File: src/rtl/circular_bist_rr_arbiter.sv
// Round-robin arbiter with circular BIST: in test mode a rotating signature register
// feeds the arbiter and folds the resulting grants back into itself.
module circular_bist_rr_arbiter #(
    parameter int unsigned      N        = 4,
    parameter int unsigned      SIG_W    = 16,
    parameter int unsigned      TEST_LEN = 64,
    parameter logic [SIG_W-1:0] SEED     = 16'hFFFF,
    parameter logic [SIG_W-1:0] GOLDEN   = '0
) (
    input  logic             clock,
    input  logic             reset,
    input  logic [N-1:0]     request,
    output logic [N-1:0]     grant_o,
    input  logic             bist_start,
    output logic             bist_end,
    output logic             pass_fail,
    output logic [SIG_W-1:0] signature_out
);

    localparam int unsigned PW = $clog2(N);
    localparam int unsigned CW = $clog2(TEST_LEN + 1);

    typedef enum logic [2:0] {S_IDLE, S_INIT, S_RUN, S_COMPARE, S_DONE} state_t;

    state_t           state;
    logic [SIG_W-1:0] cr;
    logic [PW-1:0]    ptr;
    logic [CW-1:0]    cnt;
    logic             start_q;
    logic             start_pulse;
    logic [N-1:0]     arb_in;
    logic [N-1:0]     arb_gnt;
    logic [PW-1:0]    arb_idx;
    logic [PW-1:0]    pos;
    logic             arb_hit;
    logic [SIG_W-1:0] d;
    logic [SIG_W-1:0] cr_step;

    assign start_pulse   = bist_start & ~start_q;
    assign signature_out = cr;

    always_comb begin
        case (state)
            S_IDLE, S_DONE: arb_in = request;
            S_RUN:          arb_in = cr[N-1:0];
            default:        arb_in = '0;
        endcase
    end

    // Search starts just above the last winner and wraps, so the previous winner is lowest priority.
    always_comb begin
        arb_gnt = '0;
        arb_idx = ptr;
        arb_hit = 1'b0;
        pos     = '0;
        for (int unsigned k = 1; k <= N; k++) begin
            pos = PW'((32'(ptr) + k) % N);
            if (!arb_hit && arb_in[pos]) begin
                arb_hit = 1'b1;
                arb_idx = pos;
            end
        end
        if (arb_hit) arb_gnt[arb_idx] = 1'b1;
    end

    always_comb begin
        d          = '0;
        d[N-1:0]   = grant_o;
        cr_step    = {cr[SIG_W-2:0], cr[SIG_W-1]} ^ d;
    end

    always_ff @(posedge clock) begin
        if (reset) begin
            state     <= S_IDLE;
            cr        <= '0;
            ptr       <= PW'(N - 1);
            cnt       <= '0;
            start_q   <= 1'b0;
            grant_o   <= '0;
            bist_end  <= 1'b0;
            pass_fail <= 1'b0;
        end else begin
            start_q <= bist_start;
            grant_o <= arb_gnt;
            if (arb_hit) ptr <= arb_idx;
            case (state)
                S_IDLE: begin
                    if (start_pulse) state <= S_INIT;
                end
                S_INIT: begin
                    cr        <= SEED;
                    cnt       <= '0;
                    ptr       <= PW'(N - 1);
                    grant_o   <= '0;
                    bist_end  <= 1'b0;
                    pass_fail <= 1'b0;
                    state     <= S_RUN;
                end
                S_RUN: begin
                    cr  <= cr_step;
                    cnt <= cnt + 1'b1;
                    if (cnt == CW'(TEST_LEN - 1)) state <= S_COMPARE;
                end
                S_COMPARE: begin
                    pass_fail <= (cr == GOLDEN);
                    state     <= S_DONE;
                end
                S_DONE: begin
                    bist_end <= 1'b1;
                    if (start_pulse) state <= S_INIT;
                end
                default: state <= S_IDLE;
            endcase
        end
    end

endmodule

File: config.mk
export PLATFORM = sky130hd
export DESIGN_NAME = circular_bist_rr_arbiter
export DESIGN_NICKNAME = d
export VERILOG_FILES = /design/src/rtl/circular_bist_rr_arbiter.sv
export SDC_FILE = /design/constraint.sdc
export NUM_CORES = 1
export LEC_CHECK = 0
export ABC_CLOCK_PERIOD_IN_PS = 1750
export CORE_MARGIN = 5
export CORE_UTILIZATION = 45
export CTS_CLUSTER_DIAMETER = 200
export DETAILED_ROUTE_END_ITERATION = 12
export PLACE_DENSITY = 0.8
export SKIP_CTS_REPAIR_TIMING = 1
export SYNTH_ARGS = -nofsm -noshare
export SYNTH_HDL_FRONTEND = slang
export SYNTH_SLANG_ARGS = --single-unit
File: constraint.sdc
create_clock -name clock -period 1.75 [get_ports clock]
set_input_delay 0.175 -clock clock [delete_from_list [all_inputs] [get_ports clock]]
set_output_delay 0.175 -clock clock [all_outputs]
set_load 0.05 [all_outputs]
==> results of run 1 <==
## registers in the layout, indices dropped and copies added, names as in the netlist
register,cells
signature_out,16
cnt,7
grant_o,4
state,3
ptr,2
bist_end,1
pass_fail,1
start_q,1
## routing by layer
| metal | vias to the layer above | wire, um |
|---|---|---|
| met4 | 0 | 61 |
| met5 | - | 0 |
| met2 | 46 | 1790 |
| li1 | 709 | - |
| met1 | 662 | 1710 |
| met3 | 8 | 192 |
## synth_stat cells, types with 2 or more instances
cell / n / area, sq um
dfxtp_1: 35 / 701
nor2_1: 28 / 105
o22ai_1: 16 / 100
nand2_1: 7 / 26.3
nor3_1: 7 / 35.0
a21oi_1: 5 / 25.0
clkbuf_1: 5 / 18.8
nand2b_1: 5 / 31.3
nand3_1: 5 / 25.0
buf_2: 4 / 20.0
nor2b_1: 4 / 25.0
nor4_1: 4 / 25.0
xor2_1: 4 / 35.0
a211oi_1: 3 / 22.5
a21o_1: 3 / 22.5
a22oi_1: 3 / 22.5
inv_1: 3 / 11.3
o31ai_1: 3 / 22.5
a22o_1: 2 / 17.5
a32oi_1: 2 / 17.5
and3_1: 2 / 12.5
o21ai_0: 2 / 10.0
## power by group
part	internal [uW]	switching, uW	leakage, uW
Clock	157	266	0.0000293
Sequential	868	69.6	0.000289
Combinational	269	410	0.000669
## final cells by class
| cell class | count | area, sq um |
|---|---|---|
| clock inverters | 1 | 5.00 |
| clock buffers | 7 | 45.0 |
| fillers | 283 | 1260 |
| flip-flops and latches | 35 | 708 |
| multi-input cells | 124 | 811 |
| repair buffers | 40 | 390 |
| inverters | 3 | 11.3 |
| well taps | 46 | 57.6 |
## how the worst max path moves through the flow
stage | startpoint | endpoint | depth (start not counted)
after floorplan | signature_out[1] | grant_o[0] | 4
final | grant_o[2] | grant_o[2] | 1
after detailed placement | request[3] | grant_o[0] | 5
after global placement | request[1] | grant_o[0] | 5
after CTS | signature_out[0] | signature_out[0] | 2
after global routing | state[2] | grant_o[2] | 6
## stage by stage
| step | setup WS (ns) | power (uW) | instances | hold WS (ns) | area [sq um] |
|---|---|---|---|---|---|
| floorplan | 0.0378 | 1390 | 171 | 0.303 | 1520 |
| global placement | -0.0144 | 1590 | 247 | 0.456 | 1890 |
| detailed placement | -0.0604 | 1600 | 247 | 0.451 | 1890 |
| CTS | -0.0549 | 2010 | 255 | 0.408 | 1940 |
| global route | -0.0559 | 2140 | 256 | 0.412 | 2030 |
| finish | 0.0483 | 2040 | 256 | 0.419 | 2030 |
## kinds of logic after synthesis
| kind of cell | count (synthesis) | share of synthesized area [%] |
|---|---|---|
| and+or+nand+nor | 72 | 24.9 |
| AOI/OAI and AO/OA | 46 | 21.7 |
| DFF | 35 | 46.3 |
| buffers and inverters | 12 | 3.31 |
| xor gates and xnor gates | 4 | 2.32 |
| muxes | 1 | 0.662 |
| adders and majority gates | 1 | 0.827 |
==> metrics.cfg, run 1 <==
[global_routing]
use_met3_pct=3.78
grt_start_max_net_pins=30
grt_pass1_wl_um=6090
antenna_found_initial=0
met2_usage_pct=26.7
grt_use_met1_pct=22.8
grt_pass1_vias=1375
grtUsageTotal_pct=17.4
busiest_layer=met2
gr-total-overflow=0

[clock_tree]
cts_sinks=35
htreeDepth=2
cts_tree=done
cts_root_buf=clkbuf_4
insertion_delay_ns=0.35
clk_pin_slew_ns=0.11
cts_buffers=5
clock_path_buffers=2

[cells_and_area]
final_util_pct=61.8
diodes=0
drive_gt1_share_pct=18.1
layout_common_cells=31 x dfxtp_1, 28 x nor2_1, 16 x buf_4
nets=217
final_common_cell=dfxtp_1
synthToLayoutAreaGrowth_pct=34.1

[synth]
ys.flop_type=dfxtp_1
synth_seq_area_share_pct=46.3
synthesis.instances=171
synth.distinct_cells=41
synth_nets=179
yosys_warnings=0
syn_area_per_cell_sq_um=8.85
async_flop_share_pct=0
synth_edf_count=0
synth_area_sq_um=1510
ys_ff_latch=35

[critical_path]
crit_path_top_delay_cell=clkdlybuf4s50_1
r2r_start=state[1]
required_ns=1.57
cp.arrival_ns=1.53
cp_num_buf_inv=1
path_cells=clkdlybuf4s50_1
rrSetupSlack_ns=0.05
cp-start-kind=flop
slowest_delay_ns=0.81
crit_path_max_fanout=2
path_class=reg -> out
r2r_cells=5
cp-end-kind=primary output
r2r_end=grant_o[0]
crit_family=buffers and inverters

[timing]
slew_headroom_pct=64.3
timing.final.crit_share_pct=97.2
drv_slew=0
rsz0062_at_grt=yes
setup_tns_ns=0
tightest_slew_ns=0.534
fin_skew_ns=0.0161
max_clock_freq_mhz=588
fin_crit_ns=1.70
hold_viol=0
setup_violations=0

[outcome]
status=finished clean

[min_path]
whs_endpoint=start_q
worstHoldPathType=in -> reg
hold_path_depth=2
hold_path_startpoint=bist_start

[route]
viasPerCell=5.57
routedWlPerCell_um=14.7
dr.pass1.iters=4
ant_nets=0
drtIter0Drc=115
drc=0
vias=1425
drt-total-wl_um=3750

[pwr]
leakagePower_uw=0.000987
peakVddDrop_uv=528
powerDensity_nw_per_um2=1010

[placed_design]
place_hpwl_um=2640
port_buffers=28
gp_congestion=0.836

[floorplanning]
die_area_sq_um=4620
rows=21
core_area_sq_um=3280
ios=29
initial_core_util_pct=46.1
die-height_um=68.0
die_w_um=68.0

[flow_run]
maxCapViolCount=0

Power figures use the tool's default switching activity.
==> run 2, diff against run 1 <==
Settings changed: ABC_CLOCK_PERIOD_IN_PS 1750 to not set, CORE_UTILIZATION 45 to 30, PLACE_DENSITY 0.8 to 0.6.
==> metrics.cfg, run 2 (same netlist as run 1, synthesis figures left out) <==
[outcome]
status=finished clean

[cells_and_area]
drive_gt1_share_pct=19.8
layout_common_cells=31 x dfxtp_1, 28 x nor2_1, 21 x clkdlybuf4s50_1
diodes=0
final_util_pct=43.4
synthToLayoutAreaGrowth_pct=38.1
fill_cells=488
final_common_cell=dfxtp_1
largest_reg_flops=16
nets=219

[route]
viasPerCell=5.02
drt-total-wl_um=3810
routed.top_layer=met4
vias=1401
routedWlPerCell_um=13.6
routed-wl-met2_um=1650
dr_wl_met3_um=155
drc=0
ant_nets=0
m1WireLength_um=1940
drtIter0Drc=78
dr.pass1.iters=4

[clock_tree]
cts_root_buf=clkbuf_8
htreeDepth=2
cts_tree=done
cts_sinks=35
clk_pin_slew_ns=0.07
cts_buffers=5
clock_path_buffers=2
insertion_delay_ns=0.28

[global_routing]
grtUsageTotal_pct=12.7
grt_pass1_vias=1321
grt_pass1_wl_um=6390
gr-total-overflow=0
antenna_found_initial=0
grt_start_max_net_pins=30

[timing]
drv_slew=0
hold_viol=0
max_clock_freq_mhz=592
fin_crit_ns=1.69
rsz0062_at_grt=yes
slew_headroom_pct=65.6
timing.final.crit_share_pct=96.5
fin_hold_ws_ns=0.469
fin_skew_ns=0.00334
worst_slack_ns=0.0610
tightest_slew_ns=0.515
setup_violations=0

[pwr]
power_frac_seq_pct=41.7
comb_power_share_pct=30.5
power.share.clock_pct=27.8
leakagePower_uw=0.000844
powerDensity_nw_per_um2=1080
internal-power_uw=1500
swShare_pct=33.2
p_switching_uw=749
p_total_uw=2250
peakVddDrop_uv=564

[critical_path]
cp-start-kind=flop
path_cells=clkdlybuf4s50_1
required_ns=1.57
cp-end-kind=primary output
crit_family=buffers and inverters
slowest_delay_ns=0.83
cp_num_buf_inv=1
crit_path_max_fanout=4
path_class=reg -> out
rrSetupSlack_ns=0.06
cp.arrival_ns=1.51
crit_path_top_delay_cell=clkdlybuf4s50_1

[placed_design]
gp_congestion=0.874
dp_slack_ns=-0.0997
port_buffers=28
place_hpwl_um=2700

[floorplanning]
ios=29
die_w_um=81.0
initial_core_util_pct=31.4
core_area_sq_um=4820
die-height_um=81.0
die_area_sq_um=6560
rows=25

[min_path]
worstHoldPathType=reg -> reg

[flow_run]
maxCapViolCount=0

## run 2: changes by cell type in the layout (fill, tap and decap cells not counted), moves of 4 or more
cell             delta
clkdlybuf4s50_1     +9
clkbuf_8            +7
clkbuf_4            -5
dlymetal6s2s_1     -11
buf_4               +4
## run 2: stage by stage
stage / setup TNS (ns) / cell area, sq um / std cells
after floorplan: 0 / 1520 / 171
after global placement: -0.0432 / 1920 / 270
after detailed placement: -0.194 / 1920 / 270
after CTS: -0.346 / 2020 / 278
after global routing: -0.0477 / 2090 / 279
final: 0 / 2090 / 279
## run 2: path summary, 6_finish.rpt
| check | start | to | cells after the start |
|---|---|---|---|
| setup / recovery | signature_out[13] | signature_out[13] | 1 |
| hold / removal | bist_end | bist_end | 2 |
| setup reg to reg | state[1] | grant_o[0] | 5 |
| hold reg to reg | bist_end | bist_end | 2 |
## run 2: layout make-up
type                            count  area (sq um)  area share (%)
Multi-Input combinational cell    124           813            38.9
Sequential cell                    35           708            33.9
Timing Repair Buffer               42           373            17.8
Clock buffer                        8           100            4.79
Tap cell                           67          83.8            4.01
Inverter                            3          11.3           0.539
## run 2: power groups by stage
stage	clock network [uW]	registers, uW	logic [uW]
after floorplan	0	1140	252
after global placement	0	954	655
after detailed placement	0	953	658
after CTS	647	937	660
after global routing	691	949	741
final	627	938	687
## run 2: routing by layer
layer,vias to the layer above,GRT usage (%)
met5,-,0
met1,656,17.5
li1,712,-
met3,7,4.10
met4,0,4.56
met2,26,18.4
==> run 3, diff against run 2 <==
==> constraint.sdc (replaced) <==
create_clock -name clock -period 1.75 [get_ports clock]
set_input_delay 0.35 -clock clock [delete_from_list [all_inputs] [get_ports clock]]
set_output_delay 0.35 -clock clock [all_outputs]
set_load 0.05 [all_outputs]
==> metrics.cfg, run 3 (same netlist as run 1, synthesis figures left out) <==
[global_routing]
grt_pass1_wl_um=6130
gr-total-overflow=0
grtUsageTotal_pct=12.2
grt_start_max_net_pins=30
grt_pass1_vias=1306
antenna_found_initial=0

[critical_path]
path_cells=clkdlybuf4s50_1 -> a22o_1 -> or4b_1 -> nand2_1 -> and3b_1
cp.arrival_ns=1.90
required_ns=1.93
cp-start-kind=primary input
cp-end-kind=flop
path_class=in -> reg
crit_path_top_delay_cell=or4b_1
crit_path_max_fanout=3
slowest_delay_ns=0.57

[timing]
worst_slack_ns=0.0299
fin_skew_ns=0.00453
setup_tns_ns=0
slew_headroom_pct=69.8
drv_slew=0
fin_crit_ns=1.72
rsz0062_at_grt=yes
tightest_slew_ns=0.452
fin_hold_ws_ns=0.479
max_clock_freq_mhz=581
timing.final.crit_share_pct=98.3
setup_violations=0
hold_viol=0

[placed_design]
gp_congestion=0.795
postPlaceCellArea_sq_um=1920
port_buffers=28
dp_slack_ns=-0.210
place_hpwl_um=2710

[clock_tree]
cts_root_buf=clkbuf_8
clk_pin_slew_ns=0.07
cts_buffers=5
clock_path_buffers=2
insertion_delay_ns=0.28
cts_tree=done
cts_sinks=35
htreeDepth=2

[cells_and_area]
fill_cells=513
layout_common_cells=37 x buf_4, 31 x dfxtp_1, 28 x nor2_1
largest_reg_flops=16
nets=221
finalInstanceArea_sq_um=2050
final_common_cell=buf_4
drive_gt1_share_pct=25.7
final_util_pct=42.5
diodes=0
synthToLayoutAreaGrowth_pct=35.3

[min_path]
worstHoldPathType=reg -> reg

[outcome]
status=finished clean

[pwr]
powerDensity_nw_per_um2=1100
leakagePower_uw=0.000863
peakVddDrop_uv=443

[floorplanning]
die_w_um=81.0
die-height_um=81.0
core_area_sq_um=4820
die_area_sq_um=6560
initial_core_util_pct=31.4
rows=25
ios=29

[route]
drc=0
vias=1418
drtIter0Drc=74
dr.pass1.iters=4
drt-total-wl_um=3770
viasPerCell=5.05
ant_nets=0
routedWlPerCell_um=13.4

[flow_run]
maxCapViolCount=0

==> run 3: final cells by class <==
class	instances	area [sq um]	share of cell area, %
tap	67	83.8	4.10
sequential	35	706	34.5
clock buffer	8	100	4.89
timing repair buffer	44	358	17.5
inverter	3	11.3	0.550
multi-input combinational	124	788	38.5
==> run 3: through the flow <==
step	cells	power, uW
2_1_floorplan	171	1390
3_3_place_gp	273	1610
3_5_place_dp	273	1610
4_1_cts	281	2250
5_1_grt	281	2370
6_report	281	2250
==> run 3: path summary, 6_finish.rpt <==
check | start | to | slack, ns | cells after the start
min reg2reg | pass_fail | pass_fail | 0.48 | 2
max | request[0] | grant_o[0] | 0.03 | 5
min | pass_fail | pass_fail | 0.48 | 2
max reg2reg | state[1] | grant_o[0] | 0.06 | 5
==> run 3: metal layers <==
metal | up-vias | wire length, um | global-route usage, % | share of wire [%]
met5 | - | 0 | 0 | 0
met4 | 0 | 42 | 4.05 | 1.1
met3 | 4 | 158 | 4.43 | 4.2
met2 | 36 | 1650 | 17.4 | 44
met1 | 666 | 1920 | 17.0 | 51
li1 | 712 | - | - | -
==> run 3: power by group <==
group / internal [uW] / leakage (uW) / total [uW] / switching, uW
sequential: 869 / 0.000288 / 939 / 69.9
combinational: 264 / 0.000523 / 670 / 406
clock: 359 / 0.0000515 / 644 / 284
total: 1490 / 0.000863 / 2250 / 760
==> run 3: critical path: cells and delay by family <==
kind | cells | cell delay [ns]
AND/OR/NAND/NOR | 3 | 0.87
AO/OA/AOI/OAI | 1 | 0.23
buffers and inverters | 1 | 0.46
